<file path="config.mk">
export PLATFORM = sky130hd
export DESIGN_NAME = uart_rx_frame_ctrl_flat
export DESIGN_NICKNAME = d
export VERILOG_FILES = /design/src/rtl/uart_frame_pkg.sv /design/src/rtl/uart_rx_frame_ctrl_if.sv /design/src/rtl/uart_frame_buf.sv /design/src/rtl/uart_rx_frame_ctrl.sv /design/src/flat_wrapper.sv
export SDC_FILE = /design/constraint.sdc
export NUM_CORES = 1
export LEC_CHECK = 0
export BUFFER_PORTS_ARGS = -buffer_cell sky130_fd_sc_hd__buf_2
export CORE_MARGIN = 2
export CORE_UTILIZATION = 55
export DETAILED_ROUTE_END_ITERATION = 10
export MAX_ROUTING_LAYER = met4
export PLACE_DENSITY = 0.76
export SETUP_SLACK_MARGIN = 0.5
export SLEW_MARGIN = 20
export SYNTH_ARGS = -nofsm -noshare
export SYNTH_HDL_FRONTEND = slang
export SYNTH_SLANG_ARGS = --single-unit
</file>
<file path="constraint.sdc">
create_clock -name clk -period 3.62 [get_ports clk]
set_input_delay 0.181 -clock clk [delete_from_list [all_inputs] [get_ports clk]]
set_output_delay 0.181 -clock clk [all_outputs]
set_load 0.01 [all_outputs]
</file>
<file path="src/rtl/uart_frame_pkg.sv">
// Shared types and defaults for the UART receive frame controller.
// Contents: frame FSM state enum, default parameter values, buffer pointer width helper.
package uart_frame_pkg;

    typedef enum logic [2:0] {
        StIdle,
        StLen,
        StPayload,
        StCsum,
        StSend
    } frame_state_e;

    localparam int unsigned DefMaxLen     = 16;
    localparam logic [7:0]  DefSofByte    = 8'hA5;
    localparam int unsigned DefTimeoutCyc = 52080;

    // Pointer width for a buffer of max_len entries; never narrower than one bit.
    function automatic int unsigned ptr_width(int unsigned max_len);
        return (max_len > 1) ? $clog2(max_len) : 1;
    endfunction

endpackage

</file>
<file path="src/rtl/uart_rx_frame_ctrl_if.sv">
// Payload stream from the frame controller to the speech-command decoder.
// Signals: out_data/out_valid/out_last/pkt_len driven by the controller (master),
//          out_ready driven by the consumer (slave).
interface uart_rx_frame_ctrl_if;
    logic [7:0] out_data;
    logic       out_valid;
    logic       out_ready;
    logic       out_last;
    logic [7:0] pkt_len;

    modport master (
        output out_data,
        output out_valid,
        output out_last,
        output pkt_len,
        input  out_ready
    );

    modport slave (
        input  out_data,
        input  out_valid,
        input  out_last,
        input  pkt_len,
        output out_ready
    );
endinterface

</file>
<file path="src/rtl/uart_frame_buf.sv">
// Payload buffer: DEPTH x 8 register file, synchronous write, asynchronous read.
// Ports: clk, we/waddr/wdata (write port), raddr/rdata (read port).
// No reset: contents are only read after being written within the same frame.
module uart_frame_buf #(
    parameter int unsigned DEPTH = 16,
    parameter int unsigned PTR_W = 4
) (
    input  logic             clk,
    input  logic             we,
    input  logic [PTR_W-1:0] waddr,
    input  logic [7:0]       wdata,
    input  logic [PTR_W-1:0] raddr,
    output logic [7:0]       rdata
);
    logic [7:0] mem_q [DEPTH];

    always_ff @(posedge clk) begin
        if (we) begin
            mem_q[waddr] <= wdata;
        end
    end

    assign rdata = mem_q[raddr];
endmodule

</file>
<file path="src/rtl/uart_rx_frame_ctrl.sv">
// UART receive frame controller: SOF, LEN, payload, checksum framing of receiver bytes,
// buffering of validated payloads and streaming over a valid/ready interface.
// Ports: clk, rst_n (async active-low), rx_data/rx_busy (receiver), out_if (payload stream,
//        master modport), busy, frame_ok_cnt, err_csum/err_len/err_ovr/err_tmo (pulses).
// Optional: UART_FRAME_TIMEOUT_EN adds an inter-byte timeout in LEN/PAYLOAD/CSUM;
//           without it err_tmo stays 0 and a stalled frame waits indefinitely.
module uart_rx_frame_ctrl
    import uart_frame_pkg::*;
#(
    parameter int unsigned MAX_LEN     = DefMaxLen,
    parameter logic [7:0]  SOF_BYTE    = DefSofByte,
    parameter int unsigned TIMEOUT_CYC = DefTimeoutCyc,
    parameter int unsigned CNT_W       = 16
) (
    input  logic                 clk,
    input  logic                 rst_n,
    input  logic [7:0]           rx_data,
    input  logic                 rx_busy,
    uart_rx_frame_ctrl_if.master out_if,
    output logic                 busy,
    output logic [CNT_W-1:0]     frame_ok_cnt,
    output logic                 err_csum,
    output logic                 err_len,
    output logic                 err_ovr,
    output logic                 err_tmo
);
    localparam int unsigned PtrW = ptr_width(MAX_LEN);

    frame_state_e      state_q;
    logic              busy_q;
    logic [7:0]        len_q;
    logic [7:0]        csum_q;
    logic [PtrW-1:0]   wr_ptr_q;
    logic [PtrW-1:0]   rd_ptr_q;
    logic              out_valid_q;
    logic [CNT_W-1:0]  ok_cnt_q;
    logic              err_csum_q, err_len_q, err_ovr_q, err_tmo_q;

    logic              strobe;
    logic              tmo_hit;
    logic              rd_last;
    logic [7:0]        rd_data;

    // Byte complete is the falling edge of the receiver busy flag.
    assign strobe  = busy_q & ~rx_busy;
    assign rd_last = (8'(rd_ptr_q) == len_q - 8'd1);

`ifdef UART_FRAME_TIMEOUT_EN
    localparam int unsigned TmoW = $clog2(TIMEOUT_CYC + 1);

    logic [TmoW-1:0] tmo_cnt_q;
    logic            in_frame;

    assign in_frame = (state_q == StLen) || (state_q == StPayload) || (state_q == StCsum);
    // A strobe in the expiry cycle wins over the timeout.
    assign tmo_hit  = in_frame && !strobe && (tmo_cnt_q == TmoW'(TIMEOUT_CYC - 1));

    // Held at zero outside the frame states, so entry always starts from zero.
    always_ff @(posedge clk or negedge rst_n) begin
        if (!rst_n) begin
            tmo_cnt_q <= '0;
        end else if (!in_frame || strobe || tmo_hit) begin
            tmo_cnt_q <= '0;
        end else begin
            tmo_cnt_q <= tmo_cnt_q + 1'b1;
        end
    end
`else
    assign tmo_hit = 1'b0;
`endif

    uart_frame_buf #(
        .DEPTH (MAX_LEN),
        .PTR_W (PtrW)
    ) u_buf (
        .clk   (clk),
        .we    (strobe && (state_q == StPayload)),
        .waddr (wr_ptr_q),
        .wdata (rx_data),
        .raddr (rd_ptr_q),
        .rdata (rd_data)
    );

    always_ff @(posedge clk or negedge rst_n) begin
        if (!rst_n) begin
            state_q     <= StIdle;
            busy_q      <= 1'b0;
            len_q       <= '0;
            csum_q      <= '0;
            wr_ptr_q    <= '0;
            rd_ptr_q    <= '0;
            out_valid_q <= 1'b0;
            ok_cnt_q    <= '0;
            err_csum_q  <= 1'b0;
            err_len_q   <= 1'b0;
            err_ovr_q   <= 1'b0;
            err_tmo_q   <= 1'b0;
        end else begin
            busy_q     <= rx_busy;
            err_csum_q <= 1'b0;
            err_len_q  <= 1'b0;
            err_ovr_q  <= 1'b0;
            err_tmo_q  <= 1'b0;
            unique case (state_q)
                StIdle: begin
                    if (strobe && (rx_data == SOF_BYTE)) begin
                        csum_q  <= '0;
                        state_q <= StLen;
                    end
                end
                StLen: begin
                    if (strobe) begin
                        if ((rx_data != 8'd0) && (rx_data <= 8'(MAX_LEN))) begin
                            len_q    <= rx_data;
                            csum_q   <= rx_data;
                            wr_ptr_q <= '0;
                            state_q  <= StPayload;
                        end else begin
                            err_len_q <= 1'b1;
                            state_q   <= StIdle;
                        end
                    end else if (tmo_hit) begin
                        err_tmo_q <= 1'b1;
                        state_q   <= StIdle;
                    end
                end
                StPayload: begin
                    if (strobe) begin
                        csum_q   <= csum_q ^ rx_data;
                        wr_ptr_q <= wr_ptr_q + 1'b1;
                        if (8'(wr_ptr_q) == len_q - 8'd1) begin
                            state_q <= StCsum;
                        end
                    end else if (tmo_hit) begin
                        err_tmo_q <= 1'b1;
                        state_q   <= StIdle;
                    end
                end
                StCsum: begin
                    if (strobe) begin
                        if (rx_data == csum_q) begin
                            rd_ptr_q    <= '0;
                            out_valid_q <= 1'b1;
                            state_q     <= StSend;
                            if (ok_cnt_q != {CNT_W{1'b1}}) begin
                                ok_cnt_q <= ok_cnt_q + 1'b1;
                            end
                        end else begin
                            err_csum_q <= 1'b1;
                            state_q    <= StIdle;
                        end
                    end else if (tmo_hit) begin
                        err_tmo_q <= 1'b1;
                        state_q   <= StIdle;
                    end
                end
                StSend: begin
                    // Bytes arriving while streaming are dropped, never checked for SOF.
                    if (strobe) begin
                        err_ovr_q <= 1'b1;
                    end
                    if (out_if.out_ready) begin
                        if (rd_last) begin
                            rd_ptr_q    <= '0;
                            out_valid_q <= 1'b0;
                            state_q     <= StIdle;
                        end else begin
                            rd_ptr_q <= rd_ptr_q + 1'b1;
                        end
                    end
                end
                default: state_q <= StIdle;
            endcase
        end
    end

    // Stream outputs are gated by valid so they read as zero when idle or in reset.
    assign out_if.out_valid = out_valid_q;
    assign out_if.out_data  = out_valid_q ? rd_data : 8'd0;
    assign out_if.out_last  = out_valid_q & rd_last;
    assign out_if.pkt_len   = out_valid_q ? len_q : 8'd0;

    assign busy         = (state_q != StIdle);
    assign frame_ok_cnt = ok_cnt_q;
    assign err_csum     = err_csum_q;
    assign err_len      = err_len_q;
    assign err_ovr      = err_ovr_q;
    assign err_tmo      = err_tmo_q;
endmodule

</file>
<file path="src/flat_wrapper.sv">
// flat-port wrapper written by rule: the top's interface ports become plain ports
module uart_rx_frame_ctrl_flat import uart_frame_pkg::*;
#(
    parameter int unsigned MAX_LEN     = DefMaxLen,
    parameter logic [7:0]  SOF_BYTE    = DefSofByte,
    parameter int unsigned TIMEOUT_CYC = DefTimeoutCyc,
    parameter int unsigned CNT_W       = 16
)
  (clk, rst_n, rx_data, rx_busy, busy, frame_ok_cnt, err_csum, err_len, err_ovr, err_tmo, out_if_out_data, out_if_out_valid, out_if_out_last, out_if_pkt_len, out_if_out_ready);
  uart_rx_frame_ctrl_if out_if_i ();
  input  logic clk;
  input  logic rst_n;
  input  logic [7:0] rx_data;
  input  logic rx_busy;
  output logic busy;
  output logic [CNT_W-1:0] frame_ok_cnt;
  output logic err_csum;
  output logic err_len;
  output logic err_ovr;
  output logic err_tmo;
  output wire logic [$bits(out_if_i.out_data)-1:0] out_if_out_data;
  output wire logic [$bits(out_if_i.out_valid)-1:0] out_if_out_valid;
  output wire logic [$bits(out_if_i.out_last)-1:0] out_if_out_last;
  output wire logic [$bits(out_if_i.pkt_len)-1:0] out_if_pkt_len;
  input wire logic [$bits(out_if_i.out_ready)-1:0] out_if_out_ready;
  assign out_if_out_data = out_if_i.out_data;
  assign out_if_out_valid = out_if_i.out_valid;
  assign out_if_out_last = out_if_i.out_last;
  assign out_if_pkt_len = out_if_i.pkt_len;
  assign out_if_i.out_ready = out_if_out_ready;
  uart_rx_frame_ctrl #(.MAX_LEN(MAX_LEN), .SOF_BYTE(SOF_BYTE), .TIMEOUT_CYC(TIMEOUT_CYC), .CNT_W(CNT_W)) u_core (.clk(clk), .rst_n(rst_n), .rx_data(rx_data), .rx_busy(rx_busy), .out_if(out_if_i), .busy(busy), .frame_ok_cnt(frame_ok_cnt), .err_csum(err_csum), .err_len(err_len), .err_ovr(err_ovr), .err_tmo(err_tmo));
endmodule
</file>
==> results of run 1 <==
==> worst paths after layout <==
| check | start | endpoint |
|---|---|---|
| setup / recovery | u_core.rd_ptr_q[0] | out_if_out_data[7] |
| hold / removal | rx_data[7] | u_core.u_buf.mem_q[10][7] |
| setup reg to reg | u_core.state_q[2] | u_core.u_buf.mem_q[5][6] |
| hold reg to reg | u_core.frame_ok_cnt[5] | u_core.frame_ok_cnt[5] |
| max in group asynchronous | rst_n | u_core.rd_ptr_q[0] |
| min in group asynchronous | rst_n | u_core.len_q[1] |
==> placed cells by master (no fill, tap or decap), types with 3 or more instances in the layout <==
cell / Yosys / routed
nor3_1: 10 / 10
ha_1: 7 / 7
nor2_1: 16 / 16
edfxtp_1: 128 / 128
and4_1: 4 / 4
and2_1: 32 / 32
buf_4: 1 / 4
nand2b_1: 4 / 4
mux4_2: 40 / 40
inv_1: 10 / 10
xnor2_1: 30 / 30
o211ai_1: 3 / 3
and3_1: 7 / 7
dlygate4sd3_1: 0 / 3
nor4_1: 4 / 4
dfrtp_1: 48 / 47
clkbuf_1: 12 / 5
a211o_1: 5 / 5
or2_2: 3 / 3
clkinvlp_4: 0 / 3
nor4b_1: 4 / 4
mux2_2: 6 / 6
or3_1: 3 / 3
o21ai_0: 13 / 13
nand2_1: 14 / 14
nand4_1: 11 / 11
nand3_1: 16 / 16
a21o_1: 4 / 4
nor3b_1: 3 / 3
a21oi_1: 9 / 9
a32o_1: 4 / 4
buf_2: 6 / 48
clkbuf_16: 0 / 17
==> cell type report <==
| cell class | instances | area share |
|---|---|---|
| Multi-Input combinational cell | 280 | 0.2921 |
| Clock inverter | 10 | 0.01289 |
| Timing Repair Buffer | 56 | 0.03666 |
| Tap cell | 180 | 0.02577 |
| Inverter | 10 | 0.004296 |
| Clock buffer | 22 | 0.05083 |
| Sequential cell | 176 | 0.5775 |
==> report_power, final <==
part           switching [mW]  leakage, nW  total, mW  internal (mW)
logic                   0.234         1.15      0.470          0.236
registers              0.0262         1.80       2.21           2.18
clock network           0.742        0.260       1.76           1.01
total                    1.00         3.21       4.43           3.43
==> Yosys cell counts, types with 2 or more instances <==
master    number
a211o_1        5
a21o_1         4
a21oi_1        9
a32o_1         4
and2_1        32
and3_1         7
and4_1         4
buf_2          6
buf_6          4
clkbuf_1      12
dfrtp_1       48
edfxtp_1     128
ha_1           7
inv_1         10
mux2_2         6
mux4_2        40
nand2_1       14
nand2b_1       4
nand3_1       16
nand3b_1       2
nand4_1       11
nor2_1        16
nor2b_1        2
nor3_1        10
nor3b_1        3
nor4_1         4
nor4b_1        4
o211ai_1       3
o21ai_0       13
o21bai_1       2
or2_2          3
or3_1          3
xnor2_1       30
xor2_1         2
==> state kept, by name, summed over array words and instances (netlist names) <==
| register | flops |
|---|---|
| u_core.busy_q | 1 |
| u_core.frame_ok_cnt | 16 |
| u_core.csum_q | 8 |
| u_core.err_csum | 1 |
| u_core.len_q | 8 |
| u_core.wr_ptr_q | 4 |
| u_core.rd_ptr_q | 4 |
| u_core.out_if.out_valid | 1 |
| u_core.err_len | 1 |
| u_core.state_q | 3 |
| u_core.err_ovr | 1 |
| u_core.u_buf.mem_q | 128 |
==> per-layer routing <==
layer  vias up  global-route usage  share of wire
li1       2004                   -              -
met1      2339              0.3299           0.43
met2       154              0.3767           0.49
met3        23             0.06691          0.066
met4         0             0.08046          0.017
met5         -                   -              0
==> through the flow <==
stage	setup WS [ns]	total power, mW	util	std cells
2_1_floorplan	1.461	2.584	-	489
3_3_place_gp	1.130	2.707	0.5894	699
3_5_place_dp	1.006	2.715	0.5894	699
4_1_cts	0.9044	4.458	0.6318	734
5_1_grt	0.7858	4.566	0.6320	734
6_report	0.9385	4.431	0.6320	734
==> logic make-up after synthesis <==
family / Yosys count / synth area share
DFF: 176 / 0.6499
and+or+nand+nor: 142 / 0.1075
AOI/OAI and AO/OA: 50 / 0.04449
muxes: 47 / 0.1260
xor gates and xnor gates: 33 / 0.03901
buffers and inverters: 33 / 0.02128
adders and majority gates: 7 / 0.01128
other: 1 / 0.0004831
==> worst max-delay path, stage by stage, from the launching register on <==
cell and delay (ns):
dfrtp_2 0.37, buf_12 0.26, mux4_2 0.60, mux4_2 0.50
and2_1 0.17, buf_2 0.14
==> what timing repair did <==
| item | CTS | global route |
|---|---|---|
| buffers inserted | 0 | 0 |
| hold buffers | 3 | 0 |
| endpoints found under the hold margin | 50 | 0 |
==> results by group, run 1 <==
Clock network
  • Latest clock arrival within the worst-skew pair: 0.43 ns
  • Worst-path clk slew: 0.07 ns
  • Clock Tree Root: clkbuf_16
  • H-tree depth: 4
  • # resized after CTS: 0
  • CTS Sinks: 176
  • Cts bufs inserted: 17
  • Clock Tree Buf Depth: 2
  • TritonCTS clock tree: built

STA
  • Minimum clock period: 2.682 ns
  • Hold_ws: 0.2145 ns
  • Slew @ Worst Pin: 0.6598 ns
  • Clock skew: 0.009175 ns
  • Maximum clock rate: 372.9 MHz
  • Unrepaired setup endpoints after global routing: false
  • Final Cycle Share: 0.7408
  • Final setup violating endpoints: 0
  • Setup TNS: 0 ns
  • Final Hold Viols: 0
  • Slew Limit Fails: 0
  • Slew headroom: 0.5587

Job
  • MaxCap Viol Count: 0

Cells and area
  • Register area: 5046 µm²
  • Share of cells above drive strength 1: 0.2383
  • Post-Layout Inst Area: 8738 µm²
  • Area growth from synthesis to layout: 12.57%
  • Nets: 560
  • Ant diodes: 0
  • Fillers: 964
  • Area of the multi-input gates: 2552 µm²

Hold path
  • Min-delay worst type: in -> reg
  • Worst hold path stage count: 1

GRT
  • Initial antenna violation count: 0
  • Vias in the first global route: 4501
  • Grt ovf: 0
  • Pin count of the biggest net entering global routing: 49
  • GRT Total Usage: 0.2484
  • Global-route wire length before repair: 26.05 mm

Placement
  • Port buffer count: 49
  • Routability congestion estimate: 0.8403
  • Area after DPL: 8149 µm²
  • Detailed Place HPWL: 10.71 mm

Synthesis
  • Top cells by area, synth: edfxtp_1, dfrtp_1, mux4_2
  • Ys Warns: 0
  • Post-synth EDFFs: 128
  • Asr flop ratio synth: 0.2727
  • Post-Synthesis Cell Area: 7762 µm²
  • Syn_nets: 508
  • Top FF cell, synth: edfxtp_1
  • Sequential area share after synthesis: 0.6499
  • Synth top area share: 0.4952
  • Seq cells post-synth: 176
  • Yosys top cell by area: edfxtp_1
  • Syn Area/Cell: 15.87 µm²
  • Cell count after synthesis: 489
  • Yosys cell types: 55

Setup path
  • Setup CP Type: reg -> out
  • CP Data Arrival Time: 2.50 ns
  • CP max FO: 36
  • FF-to-FF path depth: 5
  • Crit. End Element: output pin
  • Crit path required time: 3.44 ns
  • R2R Setup Slk: 1.00 ns
  • Critical Path Start Type: flop

Die
  • Die W: 122.8 µm
  • Die Ht: 122.8 µm
  • Core area: 13830 µm²
  • Die area: 15080 µm²
  • Std cell rows: 43
  • Initial Util: 0.5614
  • IO Pins: 51

Power
  • PD cells: 507.1 nW/µm²
  • Worst IR Drop VDD: 0.2200 mV
  • Static leakage: 3.205 nW

Detailed routing
  • Initial drt markers: 417
  • Vias/cell: 6.158
  • DRT Pass-1 Iters: 5
  • DR vias: 4520
  • Drt total wl: 16.69 mm
  • DRC viols: 0
  • Antenna Nets Post-Route: 0
  • DR WL/cell: 22.74 µm

Status
  • Status: finished, final reports clean
(Power assumes the default switching activity.)
==> run 2: changes to the inputs <==
- CORE_UTILIZATION: 55 -> 54
- PLACE_DENSITY: 0.76 -> 0.78
- clock period: 3.62 -> 2.2 ns (I/O delays scaled with it)
==> run 2 against run 1 <==
The run now ends with setup timing left. Critical path depth unchanged. First-iteration DRC count up 26%. Final area is 14% higher. Clock power rose by 75%. Power rose by 71%. Final cell count rose by 8.7%. Count of clock-buffer cells in the layout fell by 5. Global-route usage rose by 2.1 points.
==> results by group, run 2 (synthesized netlist as in run 1, its figures left out) <==
STA
  • Clock skew: 0.01088 ns (+0.001702 ns)
  • Minimum clock period: 2.479 ns
  • Final setup violating endpoints: 8 (+8)
  • Maximum clock rate: 403.3 MHz
  • Slew @ Worst Pin: 0.9929 ns (+0.3332 ns)
  • Final Cycle Share: 1.127
  • Slew headroom: 0.3329 (-0.2258)
  • Unrepaired setup endpoints after global routing: true
  • Setup WS post-layout: -0.2793 ns (-1.218 ns)
  • Setup TNS: -2.118 ns (-2.118 ns)
  • Slew Limit Fails: 0 (unchanged)
  • Final Hold Viols: 0 (unchanged)

Setup path
  • Worst Setup EP: out_if_out_data[3]
  • Setup CP Type: reg -> out
  • CP max FO: 19 (-47%)
  • Critical Path Start Type: flop
  • CP Data Arrival Time: 2.37 ns (-0.13 ns)
  • Crit. End Element: output pin
  • RR Startpoint: u_core.len_q[1]
  • FF-to-FF path depth: 9 (+4)
  • Reg-to-reg endpoint: u_core.out_if.out_valid
  • Crit path required time: 2.09 ns (-1.35 ns)
  • R2R Setup Slk: 0.15 ns (-0.85 ns)
  • Worst Setup SP: u_core.rd_ptr_q[0]

Cells and area
  • Fillers: 777 (-19%)
  • Ant diodes: 0 (unchanged)
  • Nets: 625 (+12%)
  • Number of flip-flops in the largest register: 128 (unchanged)
  • Share of cells above drive strength 1: 0.4741 (+0.2358)
  • Area growth from synthesis to layout: 28.84%
  • Largest reg by FF count: u_core.u_buf.mem_q
  • Commonest cells after routing, fill and taps aside: edfxtp_1, buf_4, dfrtp_1
  • Most common cell after layout, fill and taps aside: edfxtp_1

Die
  • Die area: 15350 µm² (+1.8%)
  • Die W: 123.9 µm (+0.89%)
  • Die Ht: 123.9 µm (+0.89%)
  • IO Pins: 51 (unchanged)
  • Std cell rows: 43 (unchanged)
  • Core area: 13930 µm² (+0.78%)
  • Initial Util: 0.5571 (-0.004335)

Status
  • Failing checks: setup timing
  • Status: finished, violations left

Placement
  • Port buffer count: 49 (unchanged)
  • Detailed Place HPWL: 11.41 mm (+6.5%)
  • Routability congestion estimate: 0.8204 (-2.4%)

Detailed routing
  • DRT Pass-1 Iters: 5 (unchanged)
  • DR WL/cell: 25.55 µm (+12%)
  • DRC viols: 0 (unchanged)
  • DR vias: 5027 (+11%)
  • Initial drt markers: 526 (+26%)
  • Antenna Nets Post-Route: 0 (unchanged)
  • Drt total wl: 20.39 mm (+22%)
  • Vias/cell: 6.299 (+2.3%)

Hold path
  • Min-delay worst type: in -> reg

Power
  • PD cells: 758.5 nW/µm² (+50%)
  • Worst IR Drop VDD: 0.6300 mV (+190%)
  • Final Power: 7.586 mW (+71%)
  • Static leakage: 3.771 nW (+18%)

Clock network
  • Clock Tree Buf Depth: 2 (unchanged)
  • TritonCTS clock tree: built
  • H-tree depth: 4 (unchanged)
  • Worst-path clk slew: 0.07 ns (about the same)
  • Clock Tree Root: clkbuf_16
  • Latest clock arrival within the worst-skew pair: 0.44 ns (about the same)
  • CTS Sinks: 176 (unchanged)
  • Cts bufs inserted: 17 (unchanged)

GRT
  • Grt ovf: 0 (unchanged)
  • Pin count of the biggest net entering global routing: 37 (-24%)
  • Global-route wire length before repair: 28.48 mm (+9.3%)
  • Vias in the first global route: 4869 (+8.2%)
  • Initial antenna violation count: 0 (unchanged)
  • GRT Total Usage: 0.2692 (+0.02081)

Job
  • MaxCap Viol Count: 0 (unchanged)
run 2: changes by cell type in the layout (fill, tap and decap cells not counted), moves of 9 or more:
cell,delta
buf_4,+40
buf_6,+24
xnor2_1,-10
xnor2_2,+9
and2_4,+23
and2_1,-23
nand3_1,-12
run 2: worst max-delay path, cell delays in order, from the launching register on:
cell,delay [ns]
dfrtp_2,0.42
buf_12,0.22
mux4_2,0.53
mux4_2,0.48
and2_4,0.17
buf_6,0.11
run 2: power breakdown:
part	switching, mW	total [mW]	internal (mW)
sequential	0.0215	3.61	3.58
clock	1.37	3.08	1.71
combinational	0.445	0.902	0.457
run 2: repair_timing:
item / 4_1_cts / 5_1_grt
setup endpoints to repair: 178 / 177
hold buffers: 3 / 0
endpoints found under the hold margin: 50 / 0
resized for setup: 65 / 58
pin swaps: 31 / 34
setup buffers: 20 / 16
gates cloned: 2 / 0
run 2: layer usage:
layer	up-vias	GRT usage	share of wire
met5	-	-	0
met4	0	0.08638	0.026
met3	40	0.05495	0.066
met2	252	0.4348	0.52
met1	2593	0.3470	0.38
li1	2142	-	-
run 2: how the worst min path moves through the flow:
stage                     from              end  cells past startpoint
floorplan                rst_n    u_core.busy_q                      0
global placement         rst_n  u_core.len_q[6]                      1
detailed placement       rst_n  u_core.len_q[5]                      1
CTS                    rx_busy   u_core.err_ovr                      3
global route        rx_data[3]  u_core.len_q[3]                      2
finish              rx_data[3]  u_core.len_q[3]                      2
run 2: metrics by stage:
step | utilization | hold slack, ns | area [µm²] | worst slack (ns) | instances
3_5_place_dp | 0.6106 | -0.02580 | 8508 | 0.1499 | 726
3_3_place_gp | 0.6106 | -0.03025 | 8508 | 0.1790 | 726
4_1_cts | 0.6905 | 0.0007066 | 9622 | -0.2985 | 782
6_report | 0.7177 | 0.03940 | 10000 | -0.2793 | 798
5_1_grt | 0.7177 | 0.02555 | 10000 | -0.3589 | 798
2_1_floorplan | - | -0.1856 | 7946 | 0.3055 | 489
run 2: cell type report:
type                       count  area (µm²)  area share
multi-input combinational    281        3100      0.3100
timing repair buffer         120       985.9     0.09859
clock buffer                  17       425.4     0.04254
tap                          180       225.2     0.02252
inverter                      10       37.54    0.003753
sequential                   176        5052      0.5052
clock inverter                14       173.9     0.01739
